`config.mk`:
```
export PLATFORM = sky130hd
export DESIGN_NAME = regfile_sb
export DESIGN_NICKNAME = d
export VERILOG_FILES = /design/src/rtl/regfile_sb_pkg.sv /design/src/rtl/regfile_scoreboard.sv /design/src/rtl/regfile_sb.sv
export SDC_FILE = /design/constraint.sdc
export NUM_CORES = 1
export LEC_CHECK = 0
export CORE_UTILIZATION = 61
export CTS_BUF_LIST = sky130_fd_sc_hd__clkbuf_4 sky130_fd_sc_hd__clkbuf_8 sky130_fd_sc_hd__clkbuf_16
export CTS_CLUSTER_DIAMETER = 80
export DETAILED_ROUTE_END_ITERATION = 6
export PLACE_DENSITY = 0.95
export SLEW_MARGIN = 10
export SYNTH_ARGS = -nofsm -noshare
export SYNTH_HDL_FRONTEND = slang
export SYNTH_SLANG_ARGS = --single-unit
```
`constraint.sdc`:
```
create_clock -name Clk -period 5.4 [get_ports Clk]
set_input_delay 0.81 -clock Clk [delete_from_list [all_inputs] [get_ports Clk]]
set_output_delay 0.81 -clock Clk [all_outputs]
set_load 0.005 [all_outputs]
```
`src/rtl/regfile_sb_pkg.sv`:
```
// Shared defaults and constants for the scoreboarded register file.
package regfile_sb_pkg;

  localparam int DATA_W_DEF = 8;
  localparam int ADDR_W_DEF = 3;
  localparam int ZERO_ADDR  = 0;

endpackage : regfile_sb_pkg

```
`src/rtl/regfile_scoreboard.sv`:
```
// Per-register busy tracking: set on issue, cleared on writeback, with a registered busy count.
module regfile_scoreboard
  import regfile_sb_pkg::*;
#(
  parameter int ADDR_W   = ADDR_W_DEF,
  parameter bit ZERO_REG = 1'b1
) (
  input  logic              clk,
  input  logic              rst,
  input  logic              wen,
  input  logic [ADDR_W-1:0] rw,
  input  logic              sen,
  input  logic [ADDR_W-1:0] rs,
  input  logic [ADDR_W-1:0] rx,
  input  logic [ADDR_W-1:0] ry,
  output logic              busy_x_raw,
  output logic              busy_y_raw,
  output logic [ADDR_W:0]   busy_cnt
);

  localparam int DEPTH = 1 << ADDR_W;

  logic [DEPTH-1:0] busy_q, busy_d;
  logic [ADDR_W:0]  cnt_q, cnt_d;
  logic             set_ok;

  // Clear is applied before set so a same-address issue keeps the register busy.
  always_comb begin
    busy_d = busy_q;
    set_ok = sen & ~(ZERO_REG & (rs == ADDR_W'(ZERO_ADDR)));
    if (wen) begin
      busy_d[rw] = 1'b0;
    end
    if (set_ok) begin
      busy_d[rs] = 1'b1;
    end
    if (ZERO_REG) begin
      busy_d[ZERO_ADDR] = 1'b0;
    end
  end

  always_comb begin
    cnt_d = '0;
    for (int i = 0; i < DEPTH; i++) begin
      cnt_d = cnt_d + (ADDR_W+1)'(busy_d[i]);
    end
  end

  always_ff @(posedge clk) begin
    if (rst) begin
      busy_q <= '0;
      cnt_q  <= '0;
    end else begin
      busy_q <= busy_d;
      cnt_q  <= cnt_d;
    end
  end

  assign busy_x_raw = busy_q[rx];
  assign busy_y_raw = busy_q[ry];
  assign busy_cnt   = cnt_q;

endmodule : regfile_scoreboard

```
`src/rtl/regfile_sb.sv`:
```
// Parametrised 2-read/1-write register file with optional zero register, write bypass and busy scoreboard.
module regfile_sb
  import regfile_sb_pkg::*;
#(
  parameter int DATA_W   = DATA_W_DEF,
  parameter int ADDR_W   = ADDR_W_DEF,
  parameter bit ZERO_REG = 1'b1,
  parameter bit BYPASS   = 1'b1
) (
  input  logic              Clk,
  input  logic              Rst,
  input  logic              WEN,
  input  logic [ADDR_W-1:0] RW,
  input  logic [DATA_W-1:0] busW,
  input  logic [ADDR_W-1:0] RX,
  input  logic [ADDR_W-1:0] RY,
  output logic [DATA_W-1:0] busX,
  output logic [DATA_W-1:0] busY,
  input  logic              SEN,
  input  logic [ADDR_W-1:0] RS,
  output logic              busyX,
  output logic              busyY,
  output logic [ADDR_W:0]   busy_cnt
);

  localparam int DEPTH = 1 << ADDR_W;

  logic [DATA_W-1:0] mem_q [DEPTH];
  logic [DATA_W-1:0] mem_d [DEPTH];
  logic              busy_x_raw, busy_y_raw;
  logic              x_is_zero, y_is_zero, x_fwd, y_fwd;

  always_comb begin
    mem_d = mem_q;
    if (WEN && !(ZERO_REG && (RW == ADDR_W'(ZERO_ADDR)))) begin
      mem_d[RW] = busW;
    end
  end

  always_ff @(posedge Clk) begin
    if (Rst) begin
      for (int i = 0; i < DEPTH; i++) begin
        mem_q[i] <= '0;
      end
    end else begin
      mem_q <= mem_d;
    end
  end

  regfile_scoreboard #(
    .ADDR_W   (ADDR_W),
    .ZERO_REG (ZERO_REG)
  ) u_scoreboard (
    .clk        (Clk),
    .rst        (Rst),
    .wen        (WEN),
    .rw         (RW),
    .sen        (SEN),
    .rs         (RS),
    .rx         (RX),
    .ry         (RY),
    .busy_x_raw (busy_x_raw),
    .busy_y_raw (busy_y_raw),
    .busy_cnt   (busy_cnt)
  );

  assign x_is_zero = ZERO_REG & (RX == ADDR_W'(ZERO_ADDR));
  assign y_is_zero = ZERO_REG & (RY == ADDR_W'(ZERO_ADDR));
  assign x_fwd     = BYPASS & WEN & (RW == RX);
  assign y_fwd     = BYPASS & WEN & (RW == RY);

  // A forwarded value is already available, so its pending-producer flag is hidden.
  always_comb begin
    busX  = mem_q[RX];
    busY  = mem_q[RY];
    busyX = busy_x_raw & ~x_fwd;
    busyY = busy_y_raw & ~y_fwd;
    if (x_fwd) begin
      busX = busW;
    end
    if (y_fwd) begin
      busY = busW;
    end
    if (x_is_zero) begin
      busX  = '0;
      busyX = 1'b0;
    end
    if (y_is_zero) begin
      busY  = '0;
      busyY = 1'b0;
    end
  end

endmodule : regfile_sb

```
==> results.md, run 1 <==
* Netlist Area Pre-Place at 0.00428 mm2
* Worst Path Arrival at 4.51 ns
* Die Span Y at between 80 and 90 um
* Synthesized instance count at 450
* Critical-path cell list: clkdlybuf4s50_1 > nor2b_1 > nand2_1 > a22o_1 > ha_1 > inv_1 > fa_1 > fa_1 > inv_1 > ha_1 > inv_1 > fa_1 > xor2_1 > nor2_1
* Worst IR Drop VDD at between 0.1 and 0.15 mV
* TritonCTS buffer count at 9
* Fin crit share at between 70% and 80%
* Pwr Density at approximately 260 mW/mm2
* TritonRoute pass-1 iters at 5
* Top cell types by occurrence after synthesis: nand2_1 (120), dfxtp_1 (75), a21oi_1 (58), nor2_1 (28)
* Worst-path fanout max at 9
* Worst r2r src: u_scoreboard.busy_q[2]
* Antenna Cells at 0
* Largest net degree at the start of global routing at between 70 and 80
* Worst Hold Launch: mem_q[3]
* Rel. slew slack at 35.9%
* Dpl hpwl at 7660 um
* Synth-to-layout area growth at 14.3%
* Detail Route Antenna Nets at 0
* Top cell type's share of synthesized area at 35.1%
* Setup TNS at 0 ns
* Status: completed
* IO buf count at 45
* Routed wire length at 12,200 um
* Register area share after synthesis at 35.1%
* Slowest-stage cell, CP: clkdlybuf4s50_1
* Gr busiest metal: met2
* Met1 Use GR at a little over two fifths
* Leak at around 1.8 nW
* Placer Congestion at roughly 0.86
* Setup Buffers After CTS at 0
* Overflow after GRT at 0
* Final Setup Violations at 0
* Vias at 3,867
* Yosys top cell by area: dfxtp_1
* GR Layer Usage met2 at ~58%
* Setup crit start kind: input port
* Yosys cell types at 43
* Primary FF master, synth: dfxtp_1
* Vias in the first global route at about 3,900
* RSZ-0062 raised after global routing: false
* Slew @ Worst Pin at 0.959 ns
* TritonCTS clock tree: built
* Post-synth EDFFs at 0
* DR vias/cell at roughly 6.7
* Die Wd at approximately 86 um
* Hold buffer count at cts at 0
* Fraction of layout cells with a size suffix above 1 at approximately 11%
* Clk sinks at 75
* Mean post-synth cell area at about 9.5 um2
* Fillers at 462
* Critical path required time at 5.63 ns
* Yosys reg bits at 75
* Most common cell in the netlist: nand2_1
* Num rows at 30
* Total of max-cap violations at 0
* Clk Latency, worst-skew pair at about 0.37 ns
* CP peak stage delay at 0.70 ns
* Critical path launch point: WEN
* H-tree depth at 3
* Fin nets at a little over 500
* Final Total Pwr at 1.26 mW
* Wire per inst at approximately 21 um
* Minimum clock period at between 4 and 5 ns
* First-pass GRT wire length at between 15,000 and 20,000 um
* I/O pin cnt at 46
* Initial antenna violation count at 0
* Max-slew violations at 0
* DRC viols at 0
* Async set-reset flop share out of synthesis at 0%
* Iteration-0 DRC Markers at 568
* Hold violation total from the final report at 0
* CP Class: input port to flop
* Clk slew on worst S/H paths at roughly 0.070 ns
* Synthesis Warnings at 0
* CTS Buffer Depth at 2
* Synth area leaders: dfxtp_1 (35%), mux4_1 (11%), nand2_1 (11%)
* Core area at 0.00679 mm2
* Fmax at between 200 and 250 MHz
* Met3 Use GR at 6.16%
* Post-CTS resize count at 0
* Worst path bufs/invs at 4
* Syn_nets at 481
* Die Area at between 0.007 and 0.008 mm2
* Initial core utilization at 62.9%
* Clock Skew at 0.00483 ns
* HP Class: flop to flop
* Worst Setup End Kind: flop
* Clock tree root driver cell: clkbuf_8
* GRT Overall Usage at 35.0%
* Crit path max-delay family: adder cells
-- metrics by stage --
step / hold WS, ns / utilization (%) / setup slack [ns] / instances / instance area [um2]
6_report: 0.478 / 72.0 / 1.12 / 579 / 4890
5_1_grt: 0.496 / 72.0 / 0.922 / 579 / 4890
4_1_cts: 0.475 / 72.0 / 1.15 / 579 / 4890
3_5_place_dp: 0.460 / 68.6 / 0.787 / 563 / 4660
3_3_place_gp: 0.450 / 68.6 / 0.875 / 563 / 4660
2_1_floorplan: 0.440 / - / 1.62 / 450 / 4280
-- worst min-delay path: stages, from the launching register on --
cell,delay [ns]
dfxtp_1,0.32
nand2_1,0.05
a21oi_1,0.05
-- registers in the layout (all words and copies together) (netlist names) --
register / flops
u_scoreboard.busy_q: 7
u_scoreboard.busy_cnt: 4
mem_q: 64
-- final cells by class --
cell class	instances	area, um2	area share (%)
clock buffers	11	151	3.10
clock inverters	5	75.1	1.54
inverters	6	22.5	0.461
multi-input cells	334	2520	51.5
flip-flops and latches	75	1500	30.7
well taps	96	120	2.46
repair buffers	52	498	10.2
-- logic make-up (layout without fill, tap and decap cells) --
group	Yosys count	count (layout)	share of synthesized area [%]
compound gates	85	85	12.1
buf+inv	41	74	5.94
simple gates	182	182	18.6
fa+ha+maj	7	7	2.58
flops	75	75	35.1
xor+xnor	7	7	1.79
mux	53	53	24.0
-- layout by cell type, fill, tap and decap left out, types with 2 or more instances in the layout --
master,n
a211oi_1,14
a32oi_1,3
a22o_1,2
nand4_2,2
nand2b_1,3
ha_1,4
a21oi_1,58
nand2_1,120
nor2_1,28
xnor2_1,4
clkinv_2,3
dfxtp_1,75
a211oi_2,2
mux4_2,16
clkdlybuf4s50_1,44
bufinv_16,2
mux4_1,18
nor3_1,2
buf_4,7
fa_1,3
clkbuf_8,11
xnor2_2,2
nor3_2,2
nor2b_1,18
inv_1,6
mux2i_1,18
nand3_1,2
-- power breakdown --
part / total [mW] / internal [mW] / switching, mW
clock network: 0.502 / 0.283 / 0.219
logic: 0.182 / 0.0830 / 0.0991
registers: 0.575 / 0.566 / 0.00952
total: 1.26 / 0.932 / 0.328
-- worst paths after layout --
kind	to	slack, ns	depth (start not counted)
setup / recovery	u_scoreboard.busy_cnt[2]	1.12	14
setup reg to reg	u_scoreboard.busy_cnt[2]	2.62	11
hold / removal	mem_q[3]	0.48	2
hold reg to reg	mem_q[3]	0.48	2
-- metal layers --
| layer | vias up | part of all wire (%) |
|---|---|---|
| met5 | - | 0 |
| met4 | 0 | 4.1 |
| met3 | 60 | 9.9 |
| met2 | 305 | 48 |
| met1 | 1844 | 38 |
| li1 | 1658 | - |
(Power assumes the default switching activity.)
==> inputs of run 2 (changes only) <==
--- a/config.mk
+++ b/config.mk
@@ -5,11 +5,11 @@
 export SDC_FILE = /design/constraint.sdc
 export NUM_CORES = 1
 export LEC_CHECK = 0
-export CORE_UTILIZATION = 61
+export CORE_UTILIZATION = 51
 export CTS_BUF_LIST = sky130_fd_sc_hd__clkbuf_4 sky130_fd_sc_hd__clkbuf_8 sky130_fd_sc_hd__clkbuf_16
 export CTS_CLUSTER_DIAMETER = 80
 export DETAILED_ROUTE_END_ITERATION = 6
-export PLACE_DENSITY = 0.95
+export PLACE_DENSITY = 0.88
 export SLEW_MARGIN = 10
 export SYNTH_ARGS = -nofsm -noshare
 export SYNTH_HDL_FRONTEND = slang
==> constraint.sdc (replaced) <==
create_clock -name Clk -period 3.9 [get_ports Clk]
set_input_delay 0.585 -clock Clk [delete_from_list [all_inputs] [get_ports Clk]]
set_output_delay 0.585 -clock Clk [all_outputs]
set_load 0.005 [all_outputs]
==> results.md, run 2 (synthesized netlist as in run 1, its figures left out) <==
* CTS Buffer Depth at 2
* Worst Path Arrival at between 3 and 4 ns
* Antenna Cells at 0
* Overflow after GRT at 0
* Minimum clock period at between 3 and 4 ns
* Rel. slew slack at a little under a third
* Final instance area at 0.00503 mm2
* Synth-to-layout area growth at 17.7%
* GRT Overall Usage at about 29%
* Seq pwr share at between 40 and 50%
* Dpl cells at just under 600
* Fraction of layout cells with a size suffix above 1 at between 10% and 20%
* TritonCTS clock tree: built
* Detail Route Antenna Nets at 0
* Post-CTS resize count at 0
* Worst IR Drop VDD at 0.165 mV
* TritonCTS buffer count at 9
* Slew @ Worst Pin at about 1.0 ns
* Initial antenna violation count at 0
* Clk slew on worst S/H paths at around 0.080 ns
* Die Area at 0.00875 mm2
* Most frequent cells in the layout: nand2_1 (120), dfxtp_1 (75), a21oi_1 (58)
* Commonest non-fill, non-tap cell in the layout: nand2_1
* Clk sinks at 75
* Pwr Density at approximately 330 mW/mm2
* Setup Buffers After CTS at 0
* Comb power frac at 16.1%
* Critical path required time at approximately 3.3 ns
* Total of max-cap violations at 0
* Iteration-0 DRC Markers at between 400 and 500
* Initial core utilization at ~52%
* IO buf count at 45
* Num rows at 33
* Largest net degree at the start of global routing at 42
* Switching power at between 400 and 500 uW
* Clock network fraction of total power at 35.8%
* Placed inst area at 0.00484 mm2
* Fin cells at about 610
* TritonRoute pass-1 iters at 5
* I/O pin cnt at 46
* Net Sw Frac at approximately a quarter
* FF-to-FF setup slack at between 0.9 and 1 ns
* CP Class: input port to primary output
* Dpl hpwl at about 8000 um
* Hold violation total from the final report at 0
* Worst Setup End Kind: primary output
* Fin nets at 528
* Clock Skew at just under 0.008 ns
* Leak at around 1.9 nW
* Max-slew violations at 0
* Clk Latency, worst-skew pair at 0.36 ns
* Fin crit share at a little over nine tenths
* Vias at 3,835
* Int Pwr at approximately 1.2 mW
* Status: completed
* Pre-CTS setup slack at -0.107 ns
* Die Wd at about 94 um
* Routed wire length at approximately 12,000 um
* Placer Congestion at between 0.8 and 0.9
* Final Worst Setup Slack at 0.181 ns
* Setup crit start kind: input port
* Die Span Y at 93.6 um
* Wire per inst at slightly below 20 um
* Core area at approximately 0.0082 mm2
* Max reg flops at 64
* Hold buffer count at cts at 0
* Final Setup Violations at 0
* Final hold slack at around 0.47 ns
* DR vias/cell at around 6.3
* Worst-path fanout max at 17
* H-tree depth at 3
* Clock tree root driver cell: clkbuf_8
* RSZ-0062 raised after global routing: false
* First-pass GRT wire length at 18,700 um
* DRC viols at 0
* Hold path depth at 2
* HP Class: flop to flop
* Vias in the first global route at approximately 3,700
* Biggest register: mem_q
* Fmax at approximately 270 MHz
* R2R cell count at 11
* Final Total Pwr at ~1.7 mW
-- run 2: layout make-up --
cell class                      instances  area (um2)
Multi-Input combinational cell        334        2520
Inverter                                6        22.5
Fill cell                             649        3140
Sequential cell                        75        1500
Timing Repair Buffer                   71         671
Tap cell                              105         131
Clock buffer                           11         145
Clock inverter                          3        40.0
-- run 2: path summary, 6_finish.rpt --
path | endpoint | start
worst max register to register | u_scoreboard.busy_cnt[2] | u_scoreboard.busy_q[2]
worst min-delay path | mem_q[7] | mem_q[7]
worst min register to register | mem_q[7] | mem_q[7]
worst max-delay path | busX[4] | RX[2]
-- run 2: through the flow --
| step | TNS [ns] | utilization, % |
|---|---|---|
| 3_3_place_gp | 0 | 59.2 |
| 4_1_cts | 0 | 61.5 |
| 3_5_place_dp | -0.167 | 59.2 |
| 5_1_grt | 0 | 61.6 |
| 2_1_floorplan | 0 | - |
| 6_report | 0 | 61.6 |
-- run 2: metal layers --
layer / GRT usage [%] / wire length, um
met1: 35.5 / 4360
met2: 47.5 / 5850
met3: 5.69 / 1210
met4: 15.8 / 538
met5: 0 / 0
-- run 2: critical path: stages --
cell,delay [ns]
clkdlybuf4s50_1,0.73
xnor2_1,0.19
nand4_2,0.50
a211oi_1,0.54
clkdlybuf4s50_1,0.58
-- run 2: power groups by stage --
stage	Clock [mW]	Combinational, mW	Sequential, mW
after floorplan	0	0.162	0.809
after global placement	0	0.250	0.811
after detailed placement	0	0.260	0.813
after CTS	0.594	0.263	0.796
after global routing	0.628	0.284	0.797
final	0.594	0.267	0.796
==> inputs of run 3 (changes only) <==
--- a/config.mk
+++ b/config.mk
@@ -10,7 +10,7 @@
 export CTS_CLUSTER_DIAMETER = 80
 export DETAILED_ROUTE_END_ITERATION = 6
 export PLACE_DENSITY = 0.88
-export SLEW_MARGIN = 10
+export SLEW_MARGIN = 5
 export SYNTH_ARGS = -nofsm -noshare
 export SYNTH_HDL_FRONTEND = slang
 export SYNTH_SLANG_ARGS = --single-unit
==> results of run 3 <==
Same layout as run 2: the final DEF is identical, and so are final timing and power.
